<file path="src/rtl/ex_stage_md.sv">
// MIPS execute stage: ALU, iterative multiply/divide with HI/LO, sized
// loads/stores with byte enables, misalignment detection and flush.
module ex_stage_md #(
  parameter int XLEN       = 32,
  parameter int MUL_CYCLES = 4,
  parameter int DIV_CYCLES = XLEN
) (
  input  logic            clk,
  input  logic            reset,
  input  logic            es_flush,
  input  logic            ms_allowin,
  output logic            es_allowin,
  input  logic            ds_to_es_valid,
  input  logic [11:0]     ds_alu_op,
  input  logic [XLEN-1:0] ds_src1,
  input  logic [XLEN-1:0] ds_src2,
  input  logic [XLEN-1:0] ds_rt_data,
  input  logic [2:0]      ds_md_op,
  input  logic [3:0]      ds_mem_op,
  input  logic [1:0]      ds_res_sel,
  input  logic            ds_rf_we,
  input  logic [4:0]      ds_rf_waddr,
  input  logic [XLEN-1:0] ds_pc,
  output logic            es_to_ms_valid,
  output logic [XLEN-1:0] es_to_ms_pc,
  output logic [XLEN-1:0] es_to_ms_result,
  output logic [3:0]      es_to_ms_mem_op,
  output logic            es_to_ms_rf_we,
  output logic [4:0]      es_to_ms_rf_waddr,
  output logic            es_to_ms_addr_err,
  output logic            cpu_data_en,
  output logic [3:0]      cpu_data_wen,
  output logic [31:0]     cpu_data_addr,
  output logic [31:0]     cpu_data_wdata,
  output logic            es_valid,
  output logic [4:0]      es_rf_waddr
);
  localparam int SHW  = (XLEN == 64) ? 6 : 5;
  localparam int MAXC = (MUL_CYCLES > DIV_CYCLES) ? MUL_CYCLES : DIV_CYCLES;
  localparam int CW   = $clog2(MAXC + 1);

  typedef struct packed {
    logic [11:0]     alu_op;
    logic [XLEN-1:0] src1;
    logic [XLEN-1:0] src2;
    logic [XLEN-1:0] rt;
    logic [2:0]      md_op;
    logic [3:0]      mem_op;
    logic [1:0]      res_sel;
    logic            rf_we;
    logic [4:0]      rf_waddr;
    logic [XLEN-1:0] pc;
  } es_req_t;

  typedef enum logic [1:0] {MD_IDLE, MD_BUSY, MD_DONE} md_state_e;

  logic            r_es_valid;
  es_req_t         r_req, w_ds_req;
  md_state_e       r_md_state, w_md_next;
  logic [CW-1:0]   r_md_cnt, w_md_cnt_nxt, w_cyc;
  logic [XLEN-1:0] r_hi, r_lo, r_acc_hi, r_acc_lo, r_dvs;

  assign w_ds_req = '{alu_op: ds_alu_op, src1: ds_src1, src2: ds_src2, rt: ds_rt_data,
                      md_op: ds_md_op, mem_op: ds_mem_op, res_sel: ds_res_sel,
                      rf_we: ds_rf_we, rf_waddr: ds_rf_waddr, pc: ds_pc};

  logic w_is_md, w_is_mul, w_signed, w_ready_go, w_leave, w_md_start;
  assign w_is_md    = (r_req.md_op >= 3'd1) && (r_req.md_op <= 3'd4);
  assign w_is_mul   = (r_req.md_op == 3'd1) || (r_req.md_op == 3'd2);
  assign w_signed   = (r_req.md_op == 3'd1) || (r_req.md_op == 3'd3);
  assign w_ready_go = ~(r_es_valid & w_is_md) | (r_md_state == MD_DONE);
  assign es_allowin     = ~r_es_valid | (w_ready_go & ms_allowin);
  assign es_to_ms_valid = r_es_valid & w_ready_go & ~es_flush;
  assign w_leave        = es_to_ms_valid & ms_allowin;
  assign w_md_start     = r_es_valid & w_is_md & (r_md_state == MD_IDLE) & ~es_flush;
  assign w_cyc          = w_is_mul ? CW'(MUL_CYCLES) : CW'(DIV_CYCLES);

  always_ff @(posedge clk) begin
    if (!reset)              r_es_valid <= 1'b0;
    else if (es_flush)       r_es_valid <= 1'b0;
    else if (es_allowin)     r_es_valid <= ds_to_es_valid;
  end

  always_ff @(posedge clk) begin
    if (es_allowin && ds_to_es_valid) r_req <= w_ds_req;
  end

  // The capture cycle counts as the first MD cycle, so BUSY lasts cycles-1.
  always_comb begin
    w_md_next    = r_md_state;
    w_md_cnt_nxt = r_md_cnt;
    case (r_md_state)
      MD_IDLE: if (w_md_start) begin
        w_md_cnt_nxt = w_cyc - CW'(1);
        w_md_next    = (w_cyc == CW'(1)) ? MD_DONE : MD_BUSY;
      end
      MD_BUSY: begin
        w_md_cnt_nxt = r_md_cnt - CW'(1);
        if (r_md_cnt == CW'(1)) w_md_next = MD_DONE;
      end
      MD_DONE: if (es_allowin) w_md_next = MD_IDLE;
      default: w_md_next = MD_IDLE;
    endcase
    if (es_flush) begin
      w_md_next    = MD_IDLE;
      w_md_cnt_nxt = '0;
    end
  end

  always_ff @(posedge clk) begin
    if (!reset) begin
      r_md_state <= MD_IDLE;
      r_md_cnt   <= '0;
    end else begin
      r_md_state <= w_md_next;
      r_md_cnt   <= w_md_cnt_nxt;
    end
  end

  // Operand magnitudes; signed ops work on |x| and fix signs at the end.
  logic [XLEN-1:0] w_a, w_b, w_a_abs, w_b_abs;
  logic            w_a_neg, w_b_neg;
  assign w_a     = r_req.src1;
  assign w_b     = r_req.src2;
  assign w_a_neg = w_signed & w_a[XLEN-1];
  assign w_b_neg = w_signed & w_b[XLEN-1];
  assign w_a_abs = w_a_neg ? -w_a : w_a;
  assign w_b_abs = w_b_neg ? -w_b : w_b;

  logic [2*XLEN-1:0] w_prod;
  assign w_prod = {{XLEN{w_a_neg}}, w_a} * {{XLEN{w_b_neg}}, w_b};

  logic [XLEN-1:0] w_st_rem, w_st_quo, w_st_dvs, w_rem_nxt, w_quo_nxt;
  logic [XLEN:0]   w_sh, w_diff;
  assign w_st_rem  = w_md_start ? '0 : r_acc_hi;
  assign w_st_quo  = w_md_start ? w_a_abs : r_acc_lo;
  assign w_st_dvs  = w_md_start ? w_b_abs : r_dvs;
  assign w_sh      = {w_st_rem, w_st_quo[XLEN-1]};
  assign w_diff    = w_sh - {1'b0, w_st_dvs};
  assign w_rem_nxt = w_diff[XLEN] ? w_sh[XLEN-1:0] : w_diff[XLEN-1:0];
  assign w_quo_nxt = {w_st_quo[XLEN-2:0], ~w_diff[XLEN]};

  always_ff @(posedge clk) begin
    if (!reset) begin
      r_acc_hi <= '0;
      r_acc_lo <= '0;
      r_dvs    <= '0;
    end else if (w_md_start) begin
      r_dvs <= w_b_abs;
      if (w_is_mul) {r_acc_hi, r_acc_lo} <= w_prod;
      else          {r_acc_hi, r_acc_lo} <= {w_rem_nxt, w_quo_nxt};
    end else if (r_md_state == MD_BUSY && !w_is_mul && !es_flush) begin
      {r_acc_hi, r_acc_lo} <= {w_rem_nxt, w_quo_nxt};
    end
  end

  logic [XLEN-1:0] w_md_hi, w_md_lo;
  logic            w_div_zero;
  assign w_div_zero = (w_b == '0);
  assign w_md_hi = w_is_mul ? r_acc_hi : w_div_zero ? w_a : (w_a_neg ? -r_acc_hi : r_acc_hi);
  assign w_md_lo = w_is_mul ? r_acc_lo : w_div_zero ? '1
                 : ((w_a_neg ^ w_b_neg) ? -r_acc_lo : r_acc_lo);

  always_ff @(posedge clk) begin
    if (!reset) begin
      r_hi <= '0;
      r_lo <= '0;
    end else if (w_leave && r_md_state == MD_DONE) begin
      r_hi <= w_md_hi;
      r_lo <= w_md_lo;
    end else if (w_leave && r_req.md_op == 3'd5) begin
      r_hi <= w_a;
    end else if (w_leave && r_req.md_op == 3'd6) begin
      r_lo <= w_a;
    end
  end

  logic [SHW-1:0]  w_sa;
  logic [XLEN-1:0] w_alu, w_slt, w_sltu, w_sra, w_lui;
  logic [11:0]     w_op;
  assign w_op   = r_req.alu_op;
  assign w_sa   = w_a[SHW-1:0];
  assign w_slt  = {{(XLEN-1){1'b0}}, ($signed(w_a) < $signed(w_b))};
  assign w_sltu = {{(XLEN-1){1'b0}}, (w_a < w_b)};
  assign w_sra  = XLEN'($signed(w_b) >>> w_sa);
  assign w_lui  = {{(XLEN-16){w_b[15]}}, w_b[15:0]} << 16;
  assign w_alu  = ({XLEN{w_op[0]}}  & (w_a + w_b))  | ({XLEN{w_op[1]}}  & (w_a - w_b))
                | ({XLEN{w_op[2]}}  & w_slt)        | ({XLEN{w_op[3]}}  & w_sltu)
                | ({XLEN{w_op[4]}}  & (w_a & w_b))  | ({XLEN{w_op[5]}}  & ~(w_a | w_b))
                | ({XLEN{w_op[6]}}  & (w_a | w_b))  | ({XLEN{w_op[7]}}  & (w_a ^ w_b))
                | ({XLEN{w_op[8]}}  & (w_b << w_sa)) | ({XLEN{w_op[9]}} & (w_b >> w_sa))
                | ({XLEN{w_op[10]}} & w_sra)        | ({XLEN{w_op[11]}} & w_lui);

  logic [31:0] w_addr;
  logic [3:0]  w_mem;
  logic        w_is_store, w_addr_err;
  assign w_addr     = w_alu[31:0];
  assign w_mem      = r_req.mem_op;
  assign w_is_store = w_mem[3];
  assign w_addr_err = (((w_mem == 4'd3) | (w_mem == 4'd4) | (w_mem == 4'd10)) & w_addr[0])
                    | (((w_mem == 4'd5) | (w_mem == 4'd11)) & (w_addr[1:0] != 2'b00));

  // Request only on the accept cycle so a stalled access is never reissued.
  assign cpu_data_en    = w_leave & (w_mem != 4'd0) & ~w_addr_err;
  assign cpu_data_addr  = w_addr;

  always_comb begin
    cpu_data_wen   = 4'b0000;
    cpu_data_wdata = r_req.rt[31:0];
    case (w_mem)
      4'd9:  cpu_data_wdata = {4{r_req.rt[7:0]}};
      4'd10: cpu_data_wdata = {2{r_req.rt[15:0]}};
      default: ;
    endcase
    if (cpu_data_en && w_is_store) begin
      case (w_mem)
        4'd9:    cpu_data_wen = 4'b0001 << w_addr[1:0];
        4'd10:   cpu_data_wen = 4'b0011 << w_addr[1:0];
        4'd11:   cpu_data_wen = 4'b1111;
        default: cpu_data_wen = 4'b0000;
      endcase
    end
  end

  assign es_valid          = r_es_valid;
  assign es_rf_waddr       = r_req.rf_waddr;
  assign es_to_ms_pc       = r_req.pc;
  assign es_to_ms_result   = (r_req.res_sel == 2'd1) ? r_hi
                           : (r_req.res_sel == 2'd2) ? r_lo : w_alu;
  assign es_to_ms_mem_op   = (w_addr_err & w_is_store) ? 4'd0 : w_mem;
  assign es_to_ms_rf_we    = r_req.rf_we & ~w_addr_err;
  assign es_to_ms_rf_waddr = r_req.rf_waddr;
  assign es_to_ms_addr_err = w_addr_err;
endmodule

</file>
<file path="config.mk">
export PLATFORM = sky130hd
export DESIGN_NAME = ex_stage_md
export DESIGN_NICKNAME = d
export VERILOG_FILES = /design/src/rtl/ex_stage_md.sv
export SDC_FILE = /design/constraint.sdc
export NUM_CORES = 2
export LEC_CHECK = 0
export CAP_MARGIN = 20
export CORE_ASPECT_RATIO = 1.75
export CORE_MARGIN = 2
export CORE_UTILIZATION = 39
export CTS_CLUSTER_DIAMETER = 200
export DETAILED_ROUTE_END_ITERATION = 6
export GPL_TIMING_DRIVEN = 0
export PLACE_DENSITY = 0.63
export SKIP_LAST_GASP = 1
export SYNTH_ARGS = -nofsm -noshare
export SYNTH_HDL_FRONTEND = slang
export SYNTH_SLANG_ARGS = --single-unit
</file>
<file path="constraint.sdc">
create_clock -name clk -period 23.2 [get_ports clk]
set_clock_uncertainty 0.2 [all_clocks]
set_input_delay 2.32 -clock clk [delete_from_list [all_inputs] [get_ports clk]]
set_output_delay 2.32 -clock clk [all_outputs]
set_load 0.03 [all_outputs]
</file>
==> flow_summary_export.csv <==
group,metric,value,unit
floorplan,ios,312,
synthesis,synth_cells,7694,
global_route,grt_use_total,48.7,%
timing,period_share,62.2,%
synthesis,yosysMostFrequentCell,"inv_1",
routing,antenna_left,0,
setup_path,worstSetupPathType,"reg -> reg",
clocking,cts_buffer_depth,3,
layout,fin_cells,10442,
global_route,grt_pass1_vias,67919,
synthesis,synth_edf_count,155,
synthesis,synth_top_area_share,34.6,%
floorplan,core.rowCount,198,
clocking,cts_num_sinks,324,
layout,drive_gt1_share,5.47,%
synthesis,synth-main-ff-cell,"dfxtp_1",
clocking,cts-root-buf,"clkbuf_16",
placement,dp_cells,10294,
clocking,cts_max_level,2,
synthesis,synthTopCellsByArea,"fa_1, inv_1, edfxtp_1",
synthesis,ys_top_cells_by_count,"inv_1, fa_1, nand2_1, nor2_1, clkbuf_1",
setup_path,crit_arrival,14700,ps
global_route,antenna_found_initial,73,
synthesis,synth.avg_cell_area,8.48,µm²
setup_path,worstPathMaxFanout,10,
routing,vias,65301,
floorplan,core-area,166000,µm²
setup_path,cpPeakStageDelay,910,ps
floorplan,dieArea,171000,µm²
clocking,clk_latency,660,ps
setup_path,critPathRequiredTime,23480,ps
timing,tightestPinTransition,1410,ps
synthesis,seq_area_frac_synth,12.3,%
routing,drcViolationCount,1,
synthesis,yosys_warnings,0,
clocking,cts_hold_buf,0,
timing,finalHoldViolations,0,
global_route,grt_pass1_wl,560,mm
floorplan,die_height,545,µm
floorplan,die-width,313,µm
routing,routed_wl,417,mm
hold_path,hp-start,"r_lo[22]$_SDFFE_PN0P_",
setup_path,cp-start-kind,"flop",
synthesis,postSynth.asyncResetShare,0,%
placement,port_buffers,311,
placement,dp_hpwl,347,mm
timing,fin_setup_tns,0,ps
global_route,grt_max_degree,71,
synthesis,ys_ff_latch,324,
timing,finalCriticalPeriod,14420,ps
clocking,post_cts_buffers,0,
routing,dr.first_iter.drc_count,6682,
setup_path,crit_path_end_kind,"flop",
floorplan,start_util,39.2,%
timing,fmax,69.3,MHz
synthesis,synth_top_area_cell,"fa_1",
run_status,violations,"DRC",
routing,wire_per_inst,39.9,µm
timing,max-slew-margin-rel,5.04,%
routing,detail_route.vias_per_cell,6.25,
run_status,status,"finished with violations",
synthesis,syn_nets,9328,
hold_path,hp-class,"reg -> reg",
timing,slew_violations,0,
setup_path,critPathSlowestCell,"clkbuf_2",
routing,drtPass1Iterations,6,
setup_path,critPathMostFrequentCell,"fa_1",
timing,setup_viol,0,
placement,place_congestion,1.15,
setup_path,critPathLaunch,"w_a[3]$_DFFE_PP_",
global_route,grt_overflow_total,0,
clocking,cts.clk_slew.worst_paths,70,ps
job,maxCapViolCount,0,
synthesis,syn_area,65200,µm²
setup_path,r2r-start,"w_a[3]$_DFFE_PP_",
synthesis,yosys.cell_types.count,98,
timing,rsz0062_at_grt,"no",
clocking,tritoncts,"built",
layout,area_delta_synth_final,13.8,%
clocking,cts_buffers,35,
layout,nNetsFinal,9792,
clocking,cts-resized-gates,0,
-- cell type report --
type	instances	area, µm²
antenna	57	143
buffer	560	2430
clock buffer	38	908
clock inverter	26	359
fill	16908	92000
inverter	1357	5090
multi-input combinational	5453	49800
sequential	324	8040
tap	2200	2750
timing repair buffer	427	4730
-- worst paths after layout --
kind	endpoint	slack [ps]	depth (start not counted)
worst max-delay path	r_acc_hi[23]$_SDFFE_PN0P_	8780	32
worst min register to register	r_lo[22]$_SDFFE_PN0P_	270	2
worst min-delay path	r_lo[22]$_SDFFE_PN0P_	270	2
worst max register to register	r_acc_hi[23]$_SDFFE_PN0P_	8780	32
-- stage by stage --
step                worst slack, ps  area, µm²  util (%)  hold WS [ps]
floorplan                     13730      65200         -           231
global placement               7600      71100      42.8           255
detailed placement             9550      72400      43.6           263
CTS                            9480      73700      44.3           274
global route                   8950      74100      44.6           290
finish                         8780      74200      44.6           275
-- flip-flops by register name, indices dropped and copies added, names as in the netlist, 4 cells and up --
| signal | flops |
|---|---|
| r_lo | 32 |
| es_to_ms_pc | 32 |
| r_dvs | 32 |
| w_mem | 4 |
| es_rf_waddr | 5 |
| r_acc_hi | 32 |
| r_req | 38 |
| w_op | 12 |
| r_acc_lo | 32 |
| r_hi | 32 |
| w_a | 32 |
| r_md_cnt | 6 |
| w_b | 32 |
-- layout by cell type (no fill, tap or decap), types with 51 or more instances in the layout --
master	Yosys	final
a211oi_1	60	57
a21o_1	51	51
a21oi_1	368	368
and2_1	54	53
buf_1	89	85
buf_4	60	83
clkbuf_1	373	353
clkdlybuf4s50_1	0	311
dfxtp_1	169	169
diode_2	0	57
edfxtp_1	155	155
fa_1	1128	1128
ha_1	346	346
inv_1	1338	1338
mux2i_1	109	108
mux4_2	54	54
nand2_1	1078	1078
nand3_1	99	99
nor2_1	648	647
nor2b_1	81	81
nor3_1	87	85
o21ai_0	251	248
o221ai_1	51	51
xnor2_1	135	135
xor2_1	57	57
-- per-layer routing --
layer / GRT usage [%] / wire length [µm]
met3: 15.7 / 37800
met4: 57.0 / 61300
met2: 79.3 / 194000
met1: 44.9 / 124000
met5: 0.313 / 244
-- cells by family after synthesis --
group	share of synthesized area, %
compound gates	13.3
flops	12.3
simple gates	15.1
fa+ha+maj	41.3
mux	3.92
buf+inv	11.5
xor+xnor	2.58
-- worst max-delay path: cells and delay by family (launching register included) --
kind	cells	cell delay (ps)
AOI/OAI and AO/OA	8	3500
adders and majority gates	9	3910
and+or+nand+nor	3	520
DFF	1	400
buffers and inverters	12	5590
Power is left out: the tool's default activity adds up to more than one toggle a clock period on the data nets, which glitch-free logic cannot reach.
